<file path="config.mk">
export PLATFORM = sky130hd
export DESIGN_NAME = imem_loader
export DESIGN_NICKNAME = d
export VERILOG_FILES = /design/src/rtl/imem_loader.sv
export SDC_FILE = /design/constraint.sdc
export NUM_CORES = 1
export LEC_CHECK = 0
export BUFFER_PORTS_ARGS = -buffer_cell sky130_fd_sc_hd__buf_2
export CORE_MARGIN = 2
export CORE_UTILIZATION = 63
export CTS_BUF_LIST = sky130_fd_sc_hd__clkbuf_2
export CTS_CLUSTER_SIZE = 30
export DETAILED_ROUTE_END_ITERATION = 10
export PLACE_DENSITY = 0.88
export REMOVE_ABC_BUFFERS = 1
export SLEW_MARGIN = 25
export SYNTH_ARGS = -nofsm -noshare
export SYNTH_HDL_FRONTEND = slang
export SYNTH_SLANG_ARGS = --single-unit
</file>
<file path="constraint.sdc">
create_clock -name clk -period 5.1 [get_ports clk]
set_input_delay 1.02 -clock clk [delete_from_list [all_inputs] [get_ports clk]]
set_output_delay 1.02 -clock clk [all_outputs]
set_load 0.01 [all_outputs]
</file>
<file path="src/rtl/imem_loader.sv">
// imem_loader: receives a byte-framed program image, writes it into the CPU
// instruction memory one 9-bit word at a time, then releases the CPU from
// reset and counts its run cycles until it reports halt.
//
// Stream format: HDR_LO, HDR_HI (count N = {HDR_HI[3:0], HDR_LO}), then N
// pairs of (INS_LO, INS_HI) where INS_HI carries only bit 8 of the word.
// All outputs come straight from flops; the handshake/strobe flops are loaded
// from the next-state decode so they line up with the state register.
module imem_loader #(
  parameter int D  = 12,
  parameter int CW = 16
) (
  input  logic          clk,
  input  logic          reset,
  input  logic          start,
  input  logic [7:0]    in_data,
  input  logic          in_valid,
  output logic          in_ready,
  output logic          imem_we,
  output logic [D-1:0]  imem_addr,
  output logic [8:0]    imem_wdata,
  output logic          cpu_reset,
  input  logic          cpu_done,
  output logic          finished,
  output logic [CW-1:0] cycle_count,
  output logic          err
);

  typedef enum logic [2:0] {
    IDLE   = 3'd0,
    HDR_LO = 3'd1,
    HDR_HI = 3'd2,
    INS_LO = 3'd3,
    INS_HI = 3'd4,
    WR     = 3'd5,
    RUN    = 3'd6,
    FIN    = 3'd7
  } state_t;

  // Largest instruction count the address space can hold without the index
  // wrapping; the 12-bit header field is the other natural limit.
  localparam logic [31:0] NMAX = (D >= 12) ? 32'd4095 : ((32'd1 << D) - 32'd1);

  state_t          state_q, state_d;
  logic [D-1:0]    index_q, index_d;
  logic [D-1:0]    last_q, last_d;
  logic [7:0]      hdr_lo_q, hdr_lo_d;
  logic [8:0]      wdata_q, wdata_d;
  logic [CW-1:0]   cc_q, cc_d;
  logic            fin_q, fin_d;
  logic            err_q, err_d;
  logic            in_ready_q, in_ready_d;
  logic            we_q, we_d;
  logic            cpu_rst_q, cpu_rst_d;

  logic            accept_s;
  logic [11:0]     hdr_n_s;
  logic            n_too_big_s;

  assign accept_s    = in_valid && in_ready_q;
  assign hdr_n_s     = {in_data[3:0], hdr_lo_q};
  assign n_too_big_s = ({20'd0, hdr_n_s} > NMAX);

  // State register and datapath flops; reset forces the idle/hold-CPU state.
  always_ff @(posedge clk) begin
    if (!reset) begin
      state_q    <= IDLE;
      index_q    <= {D{1'b0}};
      last_q     <= {D{1'b0}};
      hdr_lo_q   <= 8'd0;
      wdata_q    <= 9'd0;
      cc_q       <= {CW{1'b0}};
      fin_q      <= 1'b0;
      err_q      <= 1'b0;
      in_ready_q <= 1'b0;
      we_q       <= 1'b0;
      cpu_rst_q  <= 1'b1;
    end else begin
      state_q    <= state_d;
      index_q    <= index_d;
      last_q     <= last_d;
      hdr_lo_q   <= hdr_lo_d;
      wdata_q    <= wdata_d;
      cc_q       <= cc_d;
      fin_q      <= fin_d;
      err_q      <= err_d;
      in_ready_q <= in_ready_d;
      we_q       <= we_d;
      cpu_rst_q  <= cpu_rst_d;
    end
  end

  // Next-state, datapath updates and next-cycle output decode.
  always_comb begin
    state_d    = state_q;
    index_d    = index_q;
    last_d     = last_q;
    hdr_lo_d   = hdr_lo_q;
    wdata_d    = wdata_q;
    cc_d       = cc_q;
    fin_d      = fin_q;
    err_d      = err_q;
    in_ready_d = 1'b0;
    we_d       = 1'b0;
    cpu_rst_d  = 1'b1;

    case (state_q)
      IDLE, FIN: begin
        if (start) begin
          fin_d   = 1'b0;
          err_d   = 1'b0;
          cc_d    = {CW{1'b0}};
          index_d = {D{1'b0}};
          state_d = HDR_LO;
        end else begin
          state_d = state_q;
        end
      end
      HDR_LO: begin
        if (accept_s) begin
          hdr_lo_d = in_data;
          state_d  = HDR_HI;
        end else begin
          state_d  = HDR_LO;
        end
      end
      HDR_HI: begin
        if (accept_s) begin
          if ((in_data[7:4] != 4'd0) || (hdr_n_s == 12'd0) || n_too_big_s) begin
            err_d   = 1'b1;
            state_d = IDLE;
          end else begin
            last_d  = D'(hdr_n_s - 12'd1);
            index_d = {D{1'b0}};
            state_d = INS_LO;
          end
        end else begin
          state_d = HDR_HI;
        end
      end
      INS_LO: begin
        if (accept_s) begin
          wdata_d[7:0] = in_data;
          state_d      = INS_HI;
        end else begin
          state_d      = INS_LO;
        end
      end
      INS_HI: begin
        if (accept_s) begin
          if (in_data[7:1] != 7'd0) begin
            err_d   = 1'b1;
            state_d = IDLE;
          end else begin
            wdata_d[8] = in_data[0];
            state_d    = WR;
          end
        end else begin
          state_d = INS_HI;
        end
      end
      WR: begin
        // Index stops at N-1, which never exceeds 2^D-2, so it cannot wrap.
        if (index_q == last_q) begin
          state_d = RUN;
        end else begin
          index_d = index_q + {{(D-1){1'b0}}, 1'b1};
          state_d = INS_LO;
        end
      end
      RUN: begin
        if (cpu_done) begin
          fin_d   = 1'b1;
          state_d = FIN;
        end else if (cc_q != {CW{1'b1}}) begin
          cc_d    = cc_q + {{(CW-1){1'b0}}, 1'b1};
          state_d = RUN;
        end else begin
          state_d = RUN;
        end
      end
      default: begin
        state_d = IDLE;
      end
    endcase

    case (state_d)
      HDR_LO, HDR_HI, INS_LO, INS_HI: begin
        in_ready_d = 1'b1;
      end
      WR: begin
        we_d = 1'b1;
      end
      RUN: begin
        cpu_rst_d = 1'b0;
      end
      default: begin
        in_ready_d = 1'b0;
      end
    endcase
  end

  assign in_ready    = in_ready_q;
  assign imem_we     = we_q;
  assign imem_addr   = index_q;
  assign imem_wdata  = wdata_q;
  assign cpu_reset   = cpu_rst_q;
  assign finished    = fin_q;
  assign cycle_count = cc_q;
  assign err         = err_q;

endmodule

</file>
==> flow_summary.toml, run 1 <==
[worst_hold_path]
holdCritPathClass = "flop to flop"
min-delay-start = "err"

[global_routing]
grtUsageTotal_pct = 24.7
antenna_found_initial = 0
grt-ovfl-total = 0
grt_pass1_wl_um = 11700
grt_max_degree = 37
grt_pass1_vias = 2612

[timing]
hold_violations = 0
setup_ws_ns = 2.38
fin_crit_ns = 2.72
setup_tns_ns = 0
min_period_over_period_pct = 53.4
worstMarginPinSlew_ns = 0.915
finClkSkew_ns = 0.0106
slew-limit-headroom_pct = 38.6
finalMaxSlewViolations = 0
timing.fmax_mhz = 367
setup-violations-final = 0
rsz0062_at_grt = "false"

[route]
ant_nets = 0
drtIter0Drc = 176
wire_per_inst_um = 14.4
drc = 0
viasPerCell = 5.84
wirelength_um = 7160
num_vias = 2906
first_pass_iters = 5

[synth]
synth_edf_count = 0
ys_types = 55
synth-seq-cells = 65
ys_seq_area_share_pct = 39.3
synth_ff_type = "dfxtp_1"
synthCells = 373
syn-cell-area_um2 = 3310
synthArstFlopShare_pct = 0
synth_warnings = 0
syn_area_per_cell_um2 = 8.88

[layout]
fin_nets = 441
multi_input_area_um2 = 1920
drive_above_1_share_pct = 21.3
nFillCells = 391
design_area_um2 = 3750
area_delta_synth_final_pct = 13.2
n_antenna_cell = 0
postLayoutCoreUtil_pct = 73.9
regArea_um2 = 1300

[clocking]
hold_buffers = 0
cts_resized = 0
cts.clk_slew.worst_paths_ns = 0.16
clock_latency_ns = 0.49
cts_tree = "built"
cts.path.max_buffers = 2
htreeDepth = 3
clock-root-buffer = "clkbuf_2"
numCtsBuffers = 9
post_cts.repair.setup_buffers = 0
numClockSinks = 65

[critical_path]
cp.required_ns = 5.51
startpoint = "in_data[0]"
path_class = "input pin to flop"
endpoint_kind = "flop"
worstSetupStartpointType = "input pin"
path_max_fanout = 23
r2r-start = "hdr_lo_q[0]"
arrival_ns = 3.13

[job]
maxCapViolCount = 0

[pwr]
leakagePower_nw = 1.51
power_density_nw_per_um2 = 269
ir_drop_v = 0.000173

[placement]
placed_area_um2 = 3620
dp_slack_ns = 1.91
place_congestion = 0.840
dp_hpwl_um = 5160
port_buffers = 54

[die]
ios = 55
start_util_pct = 65.2
die_h_um = 76.5
core_um2 = 5070
row_count = 26
die_w_um = 76.5
dieArea_um2 = 5850

[status]
status = "finished clean"
[Yosys cell counts, types with 2 or more instances]
cell | instances | area [um^2]
nor2_1 | 66 | 248
nand2b_1 | 4 | 25.0
o21ai_1 | 2 | 10.0
or2_2 | 3 | 18.8
buf_2 | 3 | 15.0
a31o_2 | 2 | 17.5
nor3_1 | 8 | 40.0
and3_1 | 3 | 18.8
dfxtp_1 | 65 | 1300
and2_1 | 5 | 31.3
o211ai_1 | 3 | 22.5
or3_1 | 2 | 12.5
mux2i_1 | 20 | 200
nand4_1 | 6 | 37.5
o21ai_0 | 5 | 25.0
a311oi_1 | 2 | 17.5
a21o_1 | 3 | 22.5
a21oi_1 | 12 | 60.1
clkbuf_1 | 10 | 37.5
o22ai_1 | 2 | 12.5
buf_4 | 2 | 15.0
a211oi_1 | 21 | 158
buf_1 | 2 | 7.51
nor4_1 | 6 | 37.5
inv_1 | 6 | 22.5
a22oi_1 | 2 | 15.0
nor4b_4 | 2 | 47.6
ha_1 | 4 | 50.1
xnor2_1 | 27 | 236
xor2_1 | 14 | 123
or4_4 | 2 | 22.5
nand3_1 | 18 | 90.1
nand2_1 | 19 | 71.3
[layout by cell type (no fill, tap or decap), types with 3 or more instances in the layout]
master | Yosys | layout
nor2_1 | 66 | 66
dfxtp_1 | 65 | 65
buf_2 | 3 | 54
xnor2_1 | 27 | 27
a211oi_1 | 21 | 21
mux2i_1 | 20 | 20
nand2_1 | 19 | 19
nand3_1 | 18 | 18
xor2_1 | 14 | 14
a21oi_1 | 12 | 12
clkbuf_2 | 0 | 11
nor3_1 | 8 | 8
inv_1 | 6 | 6
nand4_1 | 6 | 6
nor4_1 | 6 | 6
o21ai_0 | 5 | 5
and2_1 | 5 | 5
nand2b_1 | 4 | 4
ha_1 | 4 | 4
and3_1 | 3 | 3
o211ai_1 | 3 | 3
a21o_1 | 3 | 3
or2_2 | 3 | 3
buf_4 | 2 | 3
[kinds of logic (layout without fill, tap and decap cells)]
group / count (synthesis) / after routing / share of synthesized area (%)
and+or+nand+nor: 150 / 150 / 22.9
AOI/OAI and AO/OA: 68 / 68 / 16.0
DFF: 65 / 65 / 39.3
xor gates and xnor gates: 41 / 41 / 10.8
buffers and inverters: 24 / 79 / 3.06
muxes: 21 / 21 / 6.39
adders and majority gates: 4 / 4 / 1.51
[report_power, final]
part / total [W] / internal, W / switching, W
clock network: 0.000337 / 0.000162 / 0.000175
registers: 0.000532 / 0.000516 / 0.0000162
logic: 0.000140 / 0.0000515 / 0.0000883
[area by class of cell]
cell class,count,share of cell area (%)
Clock inverter,4,1.84
Inverter,7,0.701
Tap cell,70,2.34
Multi-Input combinational cell,284,51.1
Clock buffer,11,1.47
Sequential cell,65,34.7
Timing Repair Buffer,57,7.81
[worst max-delay path, cell delays in order]
cell,delay [ns]
buf_2,0.14
nor4_1,0.64
a31oi_4,0.18
nor4b_4,0.17
buf_4,0.24
nor3_2,0.26
o211ai_1,0.17
mux2_2,0.30
[worst paths after layout]
kind | depth (start not counted) | slack, ns | endpoint
worst min register to register | 1 | 0.52 | err
worst max register to register | 9 | 2.51 | in_ready
worst max-delay path | 8 | 2.38 | in_ready
worst min-delay path | 1 | 0.52 | err
[through the flow]
step                hold slack (ns)  cells  power, W
floorplan                     0.476    356  0.000636
global placement              0.462    483  0.000675
detailed placement            0.481    483  0.000678
CTS                           0.517    498   0.00101
global route                  0.523    498   0.00105
finish                        0.517    498   0.00101
[per-layer routing]
metal | vias to the layer above | routed length, um | global-route usage (%)
li1 | 1424 | - | -
met1 | 1374 | 3090 | 28.7
met2 | 91 | 3530 | 42.8
met3 | 17 | 363 | 4.74
met4 | 0 | 172 | 13.1
met5 | - | 0 | 0
[flip-flops by register name, summed over array words and instances (netlist names)]
register	flops
hdr_lo_q	8
cycle_count	16
imem_addr	12
state_q	3
imem_we	1
err	1
last_q	12
in_ready	1
cpu_reset	1
imem_wdata	9
finished	1
Power figures use the tool's default switching activity.
==> run 2: changes to the inputs <==
CORE_UTILIZATION = 58   (was 63)
PLACE_DENSITY = 0.82   (was 0.88)
clock period = 2.84 ns   (was 5.1 ns; I/O delays follow)
==> run 2 against run 1 <==
Compared with the run above: first-iteration DRC count decreased by 32%; worst setup slack got worse by 1.9 ns; clock power increased by 84%; via count increased by 0.48%; worst hold slack got worse by 0.16 ns; power increased by 81%; final cell count increased by 1.8%; non-clock buffer count increased by 6; critical path depth unchanged; sequential power increased by 79%; sequential cell count unchanged; count of clock-buffer cells in the layout decreased by 2.
==> flow_summary.toml, run 2 (same netlist as run 1, synthesis figures left out) <==
[status]
status = "finished clean"

[route]
drc = 0
ant_nets = 0
wire_per_inst_um = 14.4
viasPerCell = 5.76
wirelength_um = 7300
num_vias = 2920
first_pass_iters = 4
drtIter0Drc = 119

[global_routing]
busiest_layer = "met2"
antenna_found_initial = 0
grt-ovfl-total = 0
met2_usage_pct = 41.5
grt_use_met1_pct = 31.4
grt_pass1_vias = 2656
grtUsageTotal_pct = 24.7
grt_max_degree = 32
use_met3_pct = 3.96
grt_pass1_wl_um = 12400

[clocking]
cts.path.max_buffers = 2
numClockSinks = 65
htreeDepth = 3
cts_resized = 0
numCtsBuffers = 9
cts.clk_slew.worst_paths_ns = 0.17
cts_tree = "built"
clock_latency_ns = 0.50
clock-root-buffer = "clkbuf_2"
hold_buffers = 0
post_cts.repair.setup_buffers = 0

[worst_hold_path]
holdCritPathClass = "input pin to flop"

[critical_path]
arrival_ns = 2.77
endpoint_kind = "flop"
cp.required_ns = 3.23
path_class = "flop to flop"
path_max_fanout = 11
worstSetupStartpointType = "flop"

[placement]
place_inst = 491
port_buffers = 54
dp_hpwl_um = 5360
place_congestion = 0.915
placed_area_um2 = 3660

[pwr]
leakagePower_nw = 1.54
ir_drop_v = 0.000336
power_density_nw_per_um2 = 483

[die]
ios = 55
start_util_pct = 60.1
row_count = 27
die_h_um = 79.6
core_um2 = 5510
die_w_um = 79.6
dieArea_um2 = 6330

[timing]
min_period_over_period_pct = 84.0
slew-limit-headroom_pct = 53.1
setup-violations-final = 0
finalMaxSlewViolations = 0
worstMarginPinSlew_ns = 0.694
rsz0062_at_grt = "false"
finClkSkew_ns = 0.00863
timing.fmax_mhz = 419
setup_tns_ns = 0
hold_violations = 0
fin_crit_ns = 2.38

[layout]
drive_above_1_share_pct = 22.3
final_cell_mix = "nor2_1 (66), dfxtp_1 (65), buf_2 (54)"
area_delta_synth_final_pct = 14.6
fin_cells = 507
largest_reg_flops = 16
n_antenna_cell = 0
nFillCells = 453
fin_nets = 447
design_area_um2 = 3790
final_common_cell = "nor2_1"

[job]
maxCapViolCount = 0
[run 2: changes by cell type in the layout (fill, tap and decap cells not counted)]
cell / previous run / this run
buf_4: 3 / 9
clkbuf_2: 11 / 9
clkinv_1: 2 / 3
clkinv_2: 1 / 2
clkinvlp_4: 0 / 1
nor4_2: 0 / 1
nor4_4: 1 / 0
[run 2: metrics by stage]
stage               worst slack (ns)  power, W  hold slack (ns)  utilization [%]
floorplan                      0.111   0.00114            0.476                -
global placement               0.262   0.00122            0.467             66.5
detailed placement             0.226   0.00123            0.471             66.5
CTS                            0.462   0.00184            0.319             68.9
global route                   0.195   0.00191            0.354             68.9
finish                         0.455   0.00183            0.353             68.9
[run 2: area by class of cell]
cell class / count / area, um^2 / share of cell area [%]
Multi-Input combinational cell: 284 / 1910 / 50.3
Sequential cell: 65 / 1300 / 34.3
Timing Repair Buffer: 63 / 338 / 8.91
Tap cell: 72 / 90.1 / 2.37
Clock inverter: 7 / 85.1 / 2.24
Clock buffer: 9 / 45.0 / 1.19
Inverter: 7 / 26.3 / 0.693
[run 2: critical path: stages, from the launching register on]
cell and delay [ns]:
dfxtp_1 0.36, inv_1 0.10, ha_1 0.14, nor4b_1 0.57, a31oi_4 0.20, o21ai_2 0.48
a21o_1 0.24, or4_4 0.14, a21oi_2 0.04
[run 2: where the power goes]
part / switching (W) / internal (W) / leakage (nW)
clock: 0.000336 / 0.000282 / 0.0768
sequential: 0.0000267 / 0.000927 / 0.524
combinational: 0.000160 / 0.0000982 / 0.940
total: 0.000523 / 0.00131 / 1.54
[run 2: path summary, 6_finish.rpt]
path,startpoint,endpoint,slack (ns),cells past startpoint
worst min register to register,finished,finished,0.50,2
worst max register to register,hdr_lo_q[0],imem_addr[5],0.46,8
worst min-delay path,in_data[4],hdr_lo_q[4],0.35,3
worst max-delay path,hdr_lo_q[0],imem_addr[5],0.46,8
[run 2: layer usage]
metal,share of wire [%],up-vias
li1,-,1438
met1,45,1379
met2,49,89
met3,4.7,14
met4,1.9,0
met5,0,-
==> run 3: changes to the inputs <==
clock period = 2.3 ns   (was 2.84 ns; I/O delays follow)
==> run 3 against run 2 <==
Compared with the run above: count of clock-buffer cells in the layout did not move; power rose by 21%; routed wire length fell by 0.68%; core utilization rose by 2.5 points; clock power rose by 10%; worst hold slack got worse by 0.099 ns; sequential power rose by 23%; worst setup slack got worse by 0.32 ns; clock skew rose by 0.015 ns; maximum frequency rose by 10%; global-route usage barely moved; critical endpoint is now in_ready; largest power group unchanged.
==> flow_summary.toml, run 3 (same netlist as run 1, synthesis figures left out) <==
[status]
status = "finished clean"

[critical_path]
reg2reg_depth = 6
r2r-start = "imem_addr[1]"
path_class = "flop to flop"
cp_num_buf_inv = 0
arrival_ns = 2.56
cp.depth = 6
worstSetupStartpointType = "flop"
worstPathCellList = "xor2_1, nor4_1, a31oi_1, nor3_2, o211ai_1, mux2_2"
startpoint = "imem_addr[1]"
path_max_fanout = 5
critical-path-max-stage-delay_ns = 0.49
cp.required_ns = 2.69
path_delay_family = "simple AND/OR/NAND/NOR gates"
endpoint_kind = "flop"
crit_slowest_cell = "nor4_1"
rrSetupSlack_ns = 0.13

[worst_hold_path]
min-delay-start = "in_data[6]"
holdCritPathClass = "input pin to flop"
hold_depth = 3

[route]
drtIter0Drc = 147
ant_nets = 0
num_vias = 2946
wirelength_um = 7250
first_pass_iters = 4
viasPerCell = 5.61
drc = 0
wire_per_inst_um = 13.8

[clocking]
clock-root-buffer = "clkbuf_2"
numCtsBuffers = 9
clock_latency_ns = 0.50
cts.path.max_buffers = 2
post_cts.repair.setup_buffers = 0
cts_tree = "built"
numClockSinks = 65
cts.clk_slew.worst_paths_ns = 0.20
htreeDepth = 3

[timing]
finClkSkew_ns = 0.0239
setup-violations-final = 0
fin_crit_ns = 2.17
worstMarginPinSlew_ns = 0.567
finalMaxSlewViolations = 0
hold_ws_ns = 0.254
timing.fmax_mhz = 461
slew-limit-headroom_pct = 62.0
min_period_over_period_pct = 94.3
hold_violations = 0

[die]
start_util_pct = 60.1
die_w_um = 79.6
core_um2 = 5510
ios = 55
die_h_um = 79.6
row_count = 27
dieArea_um2 = 6330

[global_routing]
grt-ovfl-total = 0
antenna_found_initial = 0
grt_pass1_wl_um = 12300
grtUsageTotal_pct = 24.8
grt_max_degree = 35
grt_pass1_vias = 2719

[layout]
design_area_um2 = 3930
area_delta_synth_final_pct = 18.8
nFillCells = 440
final_cell_mix = "nor2_1 (66), dfxtp_1 (65), buf_2 (54)"
fin_nets = 465
drive_above_1_share_pct = 26.3
final_common_cell = "nor2_1"
n_antenna_cell = 0
largest_reg_flops = 16

[pwr]
p_int_w = 0.00154
p_clk_share_pct = 30.9
seqPwrFrac_pct = 53.0
leakagePower_nw = 1.62
swShare_pct = 30.2
ir_drop_v = 0.000503
switchingPower_w = 0.000666
power_density_nw_per_um2 = 561
pwr-share-comb_pct = 16.1

[placement]
placed_area_um2 = 3800
dp_hpwl_um = 5470
port_buffers = 54
place_congestion = 0.888

[job]
maxCapViolCount = 0
==> run 3: tightest hold or removal path: cells and delay by family <==
family,cells,cell delay (ns)
multiplexers,1,0.07
AND/OR/NAND/NOR,1,0.08
buffers and inverters,1,0.12
==> run 3: final cells by class <==
| class | instances | area (um^2) | area share [%] |
|---|---|---|---|
| multi-input cells | 284 | 1930 | 49.0 |
| well taps | 72 | 90.1 | 2.29 |
| clock buffers | 9 | 45.0 | 1.15 |
| clock inverters | 7 | 70.1 | 1.78 |
| inverters | 7 | 26.3 | 0.668 |
| repair buffers | 81 | 473 | 12.0 |
| flip-flops and latches | 65 | 1300 | 33.1 |
==> run 3: power by group through the flow <==
stage          combinational (W)  sequential (W)  clock (W)
5_1_grt                 0.000396         0.00117   0.000735
3_5_place_dp            0.000355         0.00119          0
4_1_cts                 0.000357         0.00117   0.000701
3_3_place_gp            0.000350         0.00119          0
2_1_floorplan           0.000213         0.00120          0
6_report                0.000356         0.00117   0.000683
==> run 3: path summary, 6_finish.rpt <==
kind / end
max: in_ready
min: hdr_lo_q[6]
max reg2reg: in_ready
min reg2reg: imem_wdata[4]
==> run 3: timing repair <==
action,in CTS,in global routing
endpoints found under the setup margin,0,9
gates resized for setup,0,3
hold buffers,0,0
==> run 3: routing by layer <==
metal / wire length, um / track usage, % / vias up / share of wire [%]
met2: 3480 / 41.8 / 77 / 48
met4: 158 / 12.4 / 0 / 2.2
met1: 3260 / 29.9 / 1373 / 45
li1: - / - / 1481 / -
met3: 349 / 4.98 / 15 / 4.8
met5: 0 / 0 / - / 0
==> run 3: per-stage QoR <==
stage | instances | power (W) | utilization, % | setup slack, ns | setup TNS (ns)
6_report | 525 | 0.00221 | 71.4 | 0.132 | 0
4_1_cts | 525 | 0.00223 | 71.1 | 0.0112 | 0
2_1_floorplan | 356 | 0.00141 | - | -0.321 | -1.38
5_1_grt | 525 | 0.00230 | 71.4 | -0.00912 | -0.00912
3_5_place_dp | 509 | 0.00155 | 69.0 | -0.00267 | -0.00267
3_3_place_gp | 509 | 0.00154 | 69.0 | 0.0388 | 0
